## src/rtl/regfile_bist_pkg.sv

```systemverilog
// Shared definitions for the register-file built-in self-test.
// Holds the controller state encoding, the address/data widths, the
// register count and the default base test pattern.
package regfile_bist_pkg;

  localparam int ADDR_W    = 5;
  localparam int DATA_W    = 32;
  localparam int REG_COUNT = 32;

  localparam logic [DATA_W-1:0] PATTERN_DEFAULT = 32'hA5A5_0000;

  typedef enum logic [1:0] {
    IDLE  = 2'd0,
    WRITE = 2'd1,
    READ  = 2'd2,
    DONE  = 2'd3
  } state_t;

endpackage

```

## src/rtl/regfile_bist_pattern.sv

```systemverilog
// Test-word generator for the register-file self-test.
// Maps (address, pass index) to the word written during WRITE and to the
// word expected back during READ for both read ports.
//   wr_addr   : address currently being written
//   rd_addr_a : port A read address
//   rd_addr_b : port B read address
//   pass_idx  : 0 = true pattern, 1 = inverted pattern
//   wr_word   : data to write at wr_addr
//   exp_a     : expected read data at rd_addr_a
//   exp_b     : expected read data at rd_addr_b
module regfile_bist_pattern
  import regfile_bist_pkg::*;
#(
  parameter logic [DATA_W-1:0] PATTERN = PATTERN_DEFAULT,
  parameter bit                R0_ZERO = 1'b1
) (
  input  logic [ADDR_W-1:0] wr_addr,
  input  logic [ADDR_W-1:0] rd_addr_a,
  input  logic [ADDR_W-1:0] rd_addr_b,
  input  logic              pass_idx,
  output logic [DATA_W-1:0] wr_word,
  output logic [DATA_W-1:0] exp_a,
  output logic [DATA_W-1:0] exp_b
);

  function automatic logic [DATA_W-1:0] pass_word(input logic [ADDR_W-1:0] addr,
                                                  input logic              p);
    logic [DATA_W-1:0] base;
    base = PATTERN | {{(DATA_W-ADDR_W){1'b0}}, addr};
    return p ? ~base : base;
  endfunction

  // A hardwired-zero r0 never reflects what was written to it.
  function automatic logic [DATA_W-1:0] expect_word(input logic [ADDR_W-1:0] addr,
                                                    input logic              p);
    if (R0_ZERO && (addr == '0)) return '0;
    return pass_word(addr, p);
  endfunction

  assign wr_word = pass_word(wr_addr, pass_idx);
  assign exp_a   = expect_word(rd_addr_a, pass_idx);
  assign exp_b   = expect_word(rd_addr_b, pass_idx);

endmodule

```

## src/rtl/regfile_bist.sv

```systemverilog
// Register-file self-test controller.
// Writes every register with a pattern, reads it back two registers per
// cycle, then repeats with the inverted pattern. Stops at the first
// mismatch and reports where it happened.
//   clk, Reset           : clock, synchronous active-high reset
//   start                : one-cycle run request (honoured only in IDLE)
//   busy, done, pass     : run in progress, end-of-run pulse, last result
//   fail_addr, fail_pass : register and pass index of the first mismatch
//   R_Addr_A/B, R_Data_A/B            : register-file read ports
//   W_Addr, W_Data, Write_Reg         : register-file write port
//
// state | meaning
// IDLE  | waiting for start, all bus outputs at 0
// WRITE | writing register cnt with the current pass word
// READ  | reading registers 2*cnt and 2*cnt+1 and comparing
// DONE  | one-cycle done pulse, result outputs valid
module regfile_bist
  import regfile_bist_pkg::*;
#(
  parameter logic [DATA_W-1:0] PATTERN = PATTERN_DEFAULT,
  parameter bit                R0_ZERO = 1'b1
) (
  input  logic              clk,
  input  logic              Reset,
  input  logic              start,
  output logic              busy,
  output logic              done,
  output logic              pass,
  output logic [ADDR_W-1:0] fail_addr,
  output logic              fail_pass,
  output logic [ADDR_W-1:0] R_Addr_A,
  output logic [ADDR_W-1:0] R_Addr_B,
  output logic [ADDR_W-1:0] W_Addr,
  output logic [DATA_W-1:0] W_Data,
  output logic              Write_Reg,
  input  logic [DATA_W-1:0] R_Data_A,
  input  logic [DATA_W-1:0] R_Data_B
);

  localparam logic [ADDR_W-1:0] LAST_WR = ADDR_W'(REG_COUNT - 1);
  localparam logic [ADDR_W-1:0] LAST_RD = ADDR_W'(REG_COUNT / 2 - 1);

  state_t            state, state_nx;
  logic [ADDR_W-1:0] cnt, cnt_nx;
  logic              pass_idx, pass_idx_nx;
  logic              pass_nx;
  logic [ADDR_W-1:0] fail_addr_nx;
  logic              fail_pass_nx;

  logic [ADDR_W-1:0] rd_a, rd_b;
  logic [DATA_W-1:0] wr_word, exp_a, exp_b;
  logic              mism_a, mism_b;

  // In READ the counter indexes register pairs.
  assign rd_a = {cnt[ADDR_W-2:0], 1'b0};
  assign rd_b = {cnt[ADDR_W-2:0], 1'b1};

  regfile_bist_pattern #(
    .PATTERN (PATTERN),
    .R0_ZERO (R0_ZERO)
  ) u_pattern (
    .wr_addr   (cnt),
    .rd_addr_a (rd_a),
    .rd_addr_b (rd_b),
    .pass_idx  (pass_idx),
    .wr_word   (wr_word),
    .exp_a     (exp_a),
    .exp_b     (exp_b)
  );

  assign mism_a = (R_Data_A != exp_a);
  assign mism_b = (R_Data_B != exp_b);

  always_ff @(posedge clk) begin
    if (Reset) begin
      state     <= IDLE;
      cnt       <= '0;
      pass_idx  <= 1'b0;
      pass      <= 1'b0;
      fail_addr <= '0;
      fail_pass <= 1'b0;
    end else begin
      state     <= state_nx;
      cnt       <= cnt_nx;
      pass_idx  <= pass_idx_nx;
      pass      <= pass_nx;
      fail_addr <= fail_addr_nx;
      fail_pass <= fail_pass_nx;
    end
  end

  always_comb begin
    state_nx     = state;
    cnt_nx       = cnt;
    pass_idx_nx  = pass_idx;
    pass_nx      = pass;
    fail_addr_nx = fail_addr;
    fail_pass_nx = fail_pass;
    case (state)
      IDLE: begin
        if (start) begin
          state_nx     = WRITE;
          cnt_nx       = '0;
          pass_idx_nx  = 1'b0;
          pass_nx      = 1'b0;
          fail_addr_nx = '0;
          fail_pass_nx = 1'b0;
        end
      end
      WRITE: begin
        cnt_nx = cnt + 1'b1;
        if (cnt == LAST_WR) begin
          state_nx = READ;
          cnt_nx   = '0;
        end
      end
      READ: begin
        cnt_nx = cnt + 1'b1;
        if (mism_a || mism_b) begin
          state_nx     = DONE;
          cnt_nx       = '0;
          pass_nx      = 1'b0;
          fail_addr_nx = mism_a ? rd_a : rd_b;
          fail_pass_nx = pass_idx;
        end else if (cnt == LAST_RD) begin
          cnt_nx = '0;
          if (!pass_idx) begin
            state_nx    = WRITE;
            pass_idx_nx = 1'b1;
          end else begin
            state_nx = DONE;
            pass_nx  = 1'b1;
          end
        end
      end
      DONE: begin
        state_nx = IDLE;
        cnt_nx   = '0;
      end
      default: state_nx = IDLE;
    endcase
  end

  assign busy      = (state == WRITE) || (state == READ);
  assign done      = (state == DONE);
  assign Write_Reg = (state == WRITE);
  assign W_Addr    = (state == WRITE) ? cnt     : '0;
  assign W_Data    = (state == WRITE) ? wr_word : '0;
  assign R_Addr_A  = (state == READ)  ? rd_a    : '0;
  assign R_Addr_B  = (state == READ)  ? rd_b    : '0;

endmodule

```

## config.mk

```make
export PLATFORM = sky130hd
export DESIGN_NAME = regfile_bist
export DESIGN_NICKNAME = d
export VERILOG_FILES = /design/src/rtl/regfile_bist_pkg.sv /design/src/rtl/regfile_bist_pattern.sv /design/src/rtl/regfile_bist.sv
export SDC_FILE = /design/constraint.sdc
export NUM_CORES = 1
export LEC_CHECK = 0
export ABC_AREA = 1
export CAP_MARGIN = 20
export CORE_MARGIN = 1.5
export CORE_UTILIZATION = 35
export CTS_BUF_LIST = sky130_fd_sc_hd__clkbuf_4 sky130_fd_sc_hd__clkbuf_8
export DETAILED_ROUTE_END_ITERATION = 10
export HOLD_SLACK_MARGIN = 0.12
export PLACE_DENSITY = 0.77
export RECOVER_POWER = 50
export SLEW_MARGIN = 20
export SYNTH_ARGS = -nofsm -noshare
export SYNTH_HDL_FRONTEND = slang
export SYNTH_SLANG_ARGS = --single-unit
export TNS_END_PERCENT = 10
```

## constraint.sdc

```tcl
create_clock -name clk -period 4.5 [get_ports clk]
set_input_delay 1.125 -clock clk [delete_from_list [all_inputs] [get_ports clk]]
set_output_delay 1.125 -clock clk [all_outputs]
set_load 0.02 [all_outputs]
```

==> results.rst <==
.. list-table::
   :header-rows: 1

   * - Metric
     - Value
   * - Final Net Count
     - between 500 and 600
   * - Minimum period implied by the final worst setup slack
     - 3550 ps
   * - Post-CTS setup-driven buffer insertion count
     - 0
   * - Post-cts hold buffer count
     - 0
   * - Overall power
     - ~1.1 mW
   * - Data required time of the critical path
     - ~4700 ps
   * - Crit path buffers/inverters
     - 3
   * - Number of standard cells in the layout, taps in and fillers out
     - 527
   * - Total negative setup slack
     - 0 ps
   * - Chain of cells forming the critical path
     - dlygate4sd3_1 -> inv_1 -> nor2_1 -> nand3_1 -> nand2_1 -> nand3_2 -> nor3_1 -> nand3_4 -> nand2_1 -> clkinvlp_2 -> o21ai_0 -> nand2_1 -> nor2_1
   * - Cells taking the most area after synthesis
     - sky130_fd_sc_hd__nand2_1, sky130_fd_sc_hd__dfxtp_1, sky130_fd_sc_hd__buf_4
   * - Sequential fraction of design power
     - between 10% and 20%
   * - Worst-path fanout max
     - 7
   * - Logic pwr share
     - a little over two thirds
   * - Sum of net half-perimeters after detailed placement
     - roughly 4800 um
   * - Vias after detailed routing
     - between 2000 and 2500
   * - Top cell family by delay on the critical path
     - simple AND/OR/NAND/NOR gates
   * - Slew Limit Headroom
     - just under 40%
   * - VDD IR max
     - about 220 uV
   * - EDFF count, synth
     - 0
   * - Total of endpoints with negative setup slack in the final report
     - 0
   * - Area inside the core boundary
     - around 5900 um^2
   * - Number of unique standard cell types used by synthesis
     - 33
   * - Power per cell area
     - roughly 350 nW/um^2
   * - Average instance area after synthesis
     - 5.73 um^2
   * - Final estimated routing congestion in global placement
     - around 0.85
   * - Maximum clock insertion buffer count
     - 2
   * - Area delta synth->final
     - 47.9%
   * - Width of the die
     - slightly above 80 um
   * - Clock latency on the worst-skew pair
     - approximately 250 ps
   * - Post-synth top area cell
     - sky130_fd_sc_hd__nand2_1
   * - Delay of the slowest cell on the worst path
     - between 700 and 800 ps
   * - Number of filler cells placed in the layout
     - 563
   * - Cell Rows
     - 28
   * - First-pass GRT wire length
     - between 9000 and 10000 um
   * - Crit path depth
     - 13
   * - Vias in the first global route
     - between 2000 and 2500
   * - Height of the chip
     - 80.5 um
   * - Maximum number of pins on one net before global-route repair
     - 20
   * - Number of sinks handled by clock tree synthesis
     - 15
   * - Total standard cell area after synthesis
     - ~2100 um^2
   * - Worst Tran Pin Value
     - 905 ps
   * - Length in cells of the worst reg-to-reg path
     - 14
   * - Root buffer selected by CTS
     - sky130_fd_sc_hd__clkbuf_8
   * - Cell with the most instances on the worst path
     - sky130_fd_sc_hd__nand2_1
   * - Seq/Total Area, Yosys
     - ~14%
   * - GRT Util Overall
     - 17.7%
   * - Drt drc
     - 0
   * - I/O pin count
     - between 100 and 150
   * - Clock-pin slew on the worst setup and hold paths
     - about 60 ps
   * - Number of antenna violations at the first check in global routing
     - 0
   * - Switching power
     - 0.525 mW
   * - Core occupancy in the finished layout
     - a little over half
   * - Total of max-cap violations
     - 0
   * - Count of inserted antenna diode cells
     - 0
   * - RSZ-0062 raised after global routing
     - false
   * - Number of slew-limit violations in the final report
     - 0
   * - Kind of path behind the tightest hold check
     - reg2reg
   * - Internal Power
     - 0.555 mW
   * - Area share of the leading cell type in the synthesized netlist
     - 19.4%
   * - Clk pwr share
     - 10.2%
   * - Number of resized instances in the post-cts repair step
     - 0
   * - Die Footprint
     - approximately 6500 um^2
   * - Via/cell ratio
     - roughly 4.6
   * - Ranking of synthesized cells by instance count
     - sky130_fd_sc_hd__nand2_1, sky130_fd_sc_hd__nor2_1, sky130_fd_sc_hd__inv_1, sky130_fd_sc_hd__buf_4, sky130_fd_sc_hd__nand3_1
   * - Final setup skew
     - 0.950 ps
   * - Synthesized net count
     - about 440
   * - Seq cells post-synth
     - 15
   * - Total instance count after detailed placement
     - between 500 and 600
   * - Category of the worst setup path launch point
     - input port
   * - Leakage component of the power
     - ~1.5 nW
   * - Number of endpoints with negative hold slack in the final report
     - 0
   * - Most common cell in the synthesized netlist
     - sky130_fd_sc_hd__nand2_1
   * - Initial Util
     - 36.0%
   * - Instance count along the most critical hold path
     - 2
   * - Crit Path Class
     - in2reg
   * - Arrival time worst endpoint
     - 3740 ps
   * - Storage cell area
     - roughly 300 um^2
   * - Residual antenna-violating net count after detailed routing
     - 0
   * - Clock tree from TritonCTS
     - built
   * - First-iteration detailed-routing DRC count
     - 102
   * - Slowest-stage cell, CP
     - sky130_fd_sc_hd__nor3_1
   * - DRT Wirelength
     - ~6000 um
   * - Number of I/O port buffers
     - 122
   * - Status
     - finished clean
   * - Switch share
     - between 40% and 50%
   * - Area occupied by multi-input gates
     - ~1300 um^2
   * - Aggregate global routing overflow
     - 0
   * - Most instantiated flip-flop cell in the synthesis netlist
     - sky130_fd_sc_hd__dfxtp_1
   * - Max Freq
     - approximately 280 MHz
   * - Share of final-layout standard cells stronger than drive strength 1
     - approximately 4.2%
   * - Kind of end point of the critical path
     - flop
   * - Share of flip-flops with an asynchronous set or reset after synthesis
     - 0%
   * - TritonCTS Buffers
     - 3
   * - Iteration count of the initial detailed-routing pass
     - 4
   * - Final cycle utilization of the critical path
     - 78.8%
   * - Deepest level of the CTS H-tree
     - 1
   * - Routed wirelength normalized by instance count
     - 11.2 um
   * - Synthesized netlist cell count
     - approximately 370
   * - Number of synthesis warnings
     - 0
-- final timing paths --
path,startpoint,slack [ps],to
setup / recovery,R_Data_B[0],950,fail_pass
setup reg to reg,pass_idx,1360,fail_pass
hold / removal,pass,450,pass
hold reg to reg,pass,450,pass
-- area by class of cell --
cell class	instances	area share, %
multi-input combinational	260	40.3
sequential	15	9.65
timing repair buffer	122	39.2
clock buffer	3	1.33
clock inverter	1	0.161
tap	75	3.02
inverter	51	6.27
-- placed cells by master, fill, tap and decap left out, drive strengths merged --
cell,instances
o21ai,8
nand3b,5
xor2,1
and3,1
nand2,114
a22oi,1
dfxtp,15
clkbuf,3
nor3,3
nor3b,2
nor2,59
o21a,1
dlygate4sd3,21
nand4,7
nand3,28
conb,1
a21oi,14
clkinvlp,1
clkinv,1
inv,50
clkdlybuf4s50,101
ha,10
or2,4
o21bai,1
-- power by group through the flow --
stage | clock [mW] | combinational [mW] | sequential, mW
after floorplan | 0 | 0.520 | 0.240
after global placement | 0 | 0.784 | 0.216
after detailed placement | 0 | 0.793 | 0.217
after CTS | 0.111 | 0.798 | 0.215
after global routing | 0.117 | 0.845 | 0.222
final | 0.110 | 0.757 | 0.213
-- state kept, by name, summed over array words and instances (netlist names) --
name	flops
cnt	5
fail_addr	5
state	2
fail_pass	1
pass	1
pass_idx	1
-- cell families after synthesis --
logic type	share of synthesized area (%)
other	0.178
AOI/OAI and AO/OA	6.48
and+or+nand+nor	48.0
buffers and inverters	24.7
adders and majority gates	5.95
DFF	14.3
xor gates and xnor gates	0.416
-- worst min-delay path, delay by kind of cell (launching register included) --
| family | cells | cell delay (ps) |
|---|---|---|
| AOI/OAI and AO/OA | 1 | 60 |
| buffers and inverters | 1 | 50 |
| DFF | 1 | 310 |
-- per-layer routing --
layer	up-vias	global-route usage [%]	part of all wire (%)
met5	-	0	0
met4	0	4.48	1.4
met3	8	2.73	9.6
met2	98	34.0	49
met1	1068	20.1	40
li1	1266	-	-
-- stage by stage --
| stage | area, um^2 | hold slack (ps) | setup WS, ps |
|---|---|---|---|
| CTS | 3140 | 455 | 1020 |
| floorplan | 2100 | 497 | 1610 |
| finish | 3110 | 454 | 952 |
| global placement | 3100 | 442 | 1380 |
| detailed placement | 3100 | 438 | 1290 |
| global route | 3110 | 490 | 591 |
Note: power is estimated with default switching activity, not from simulation.
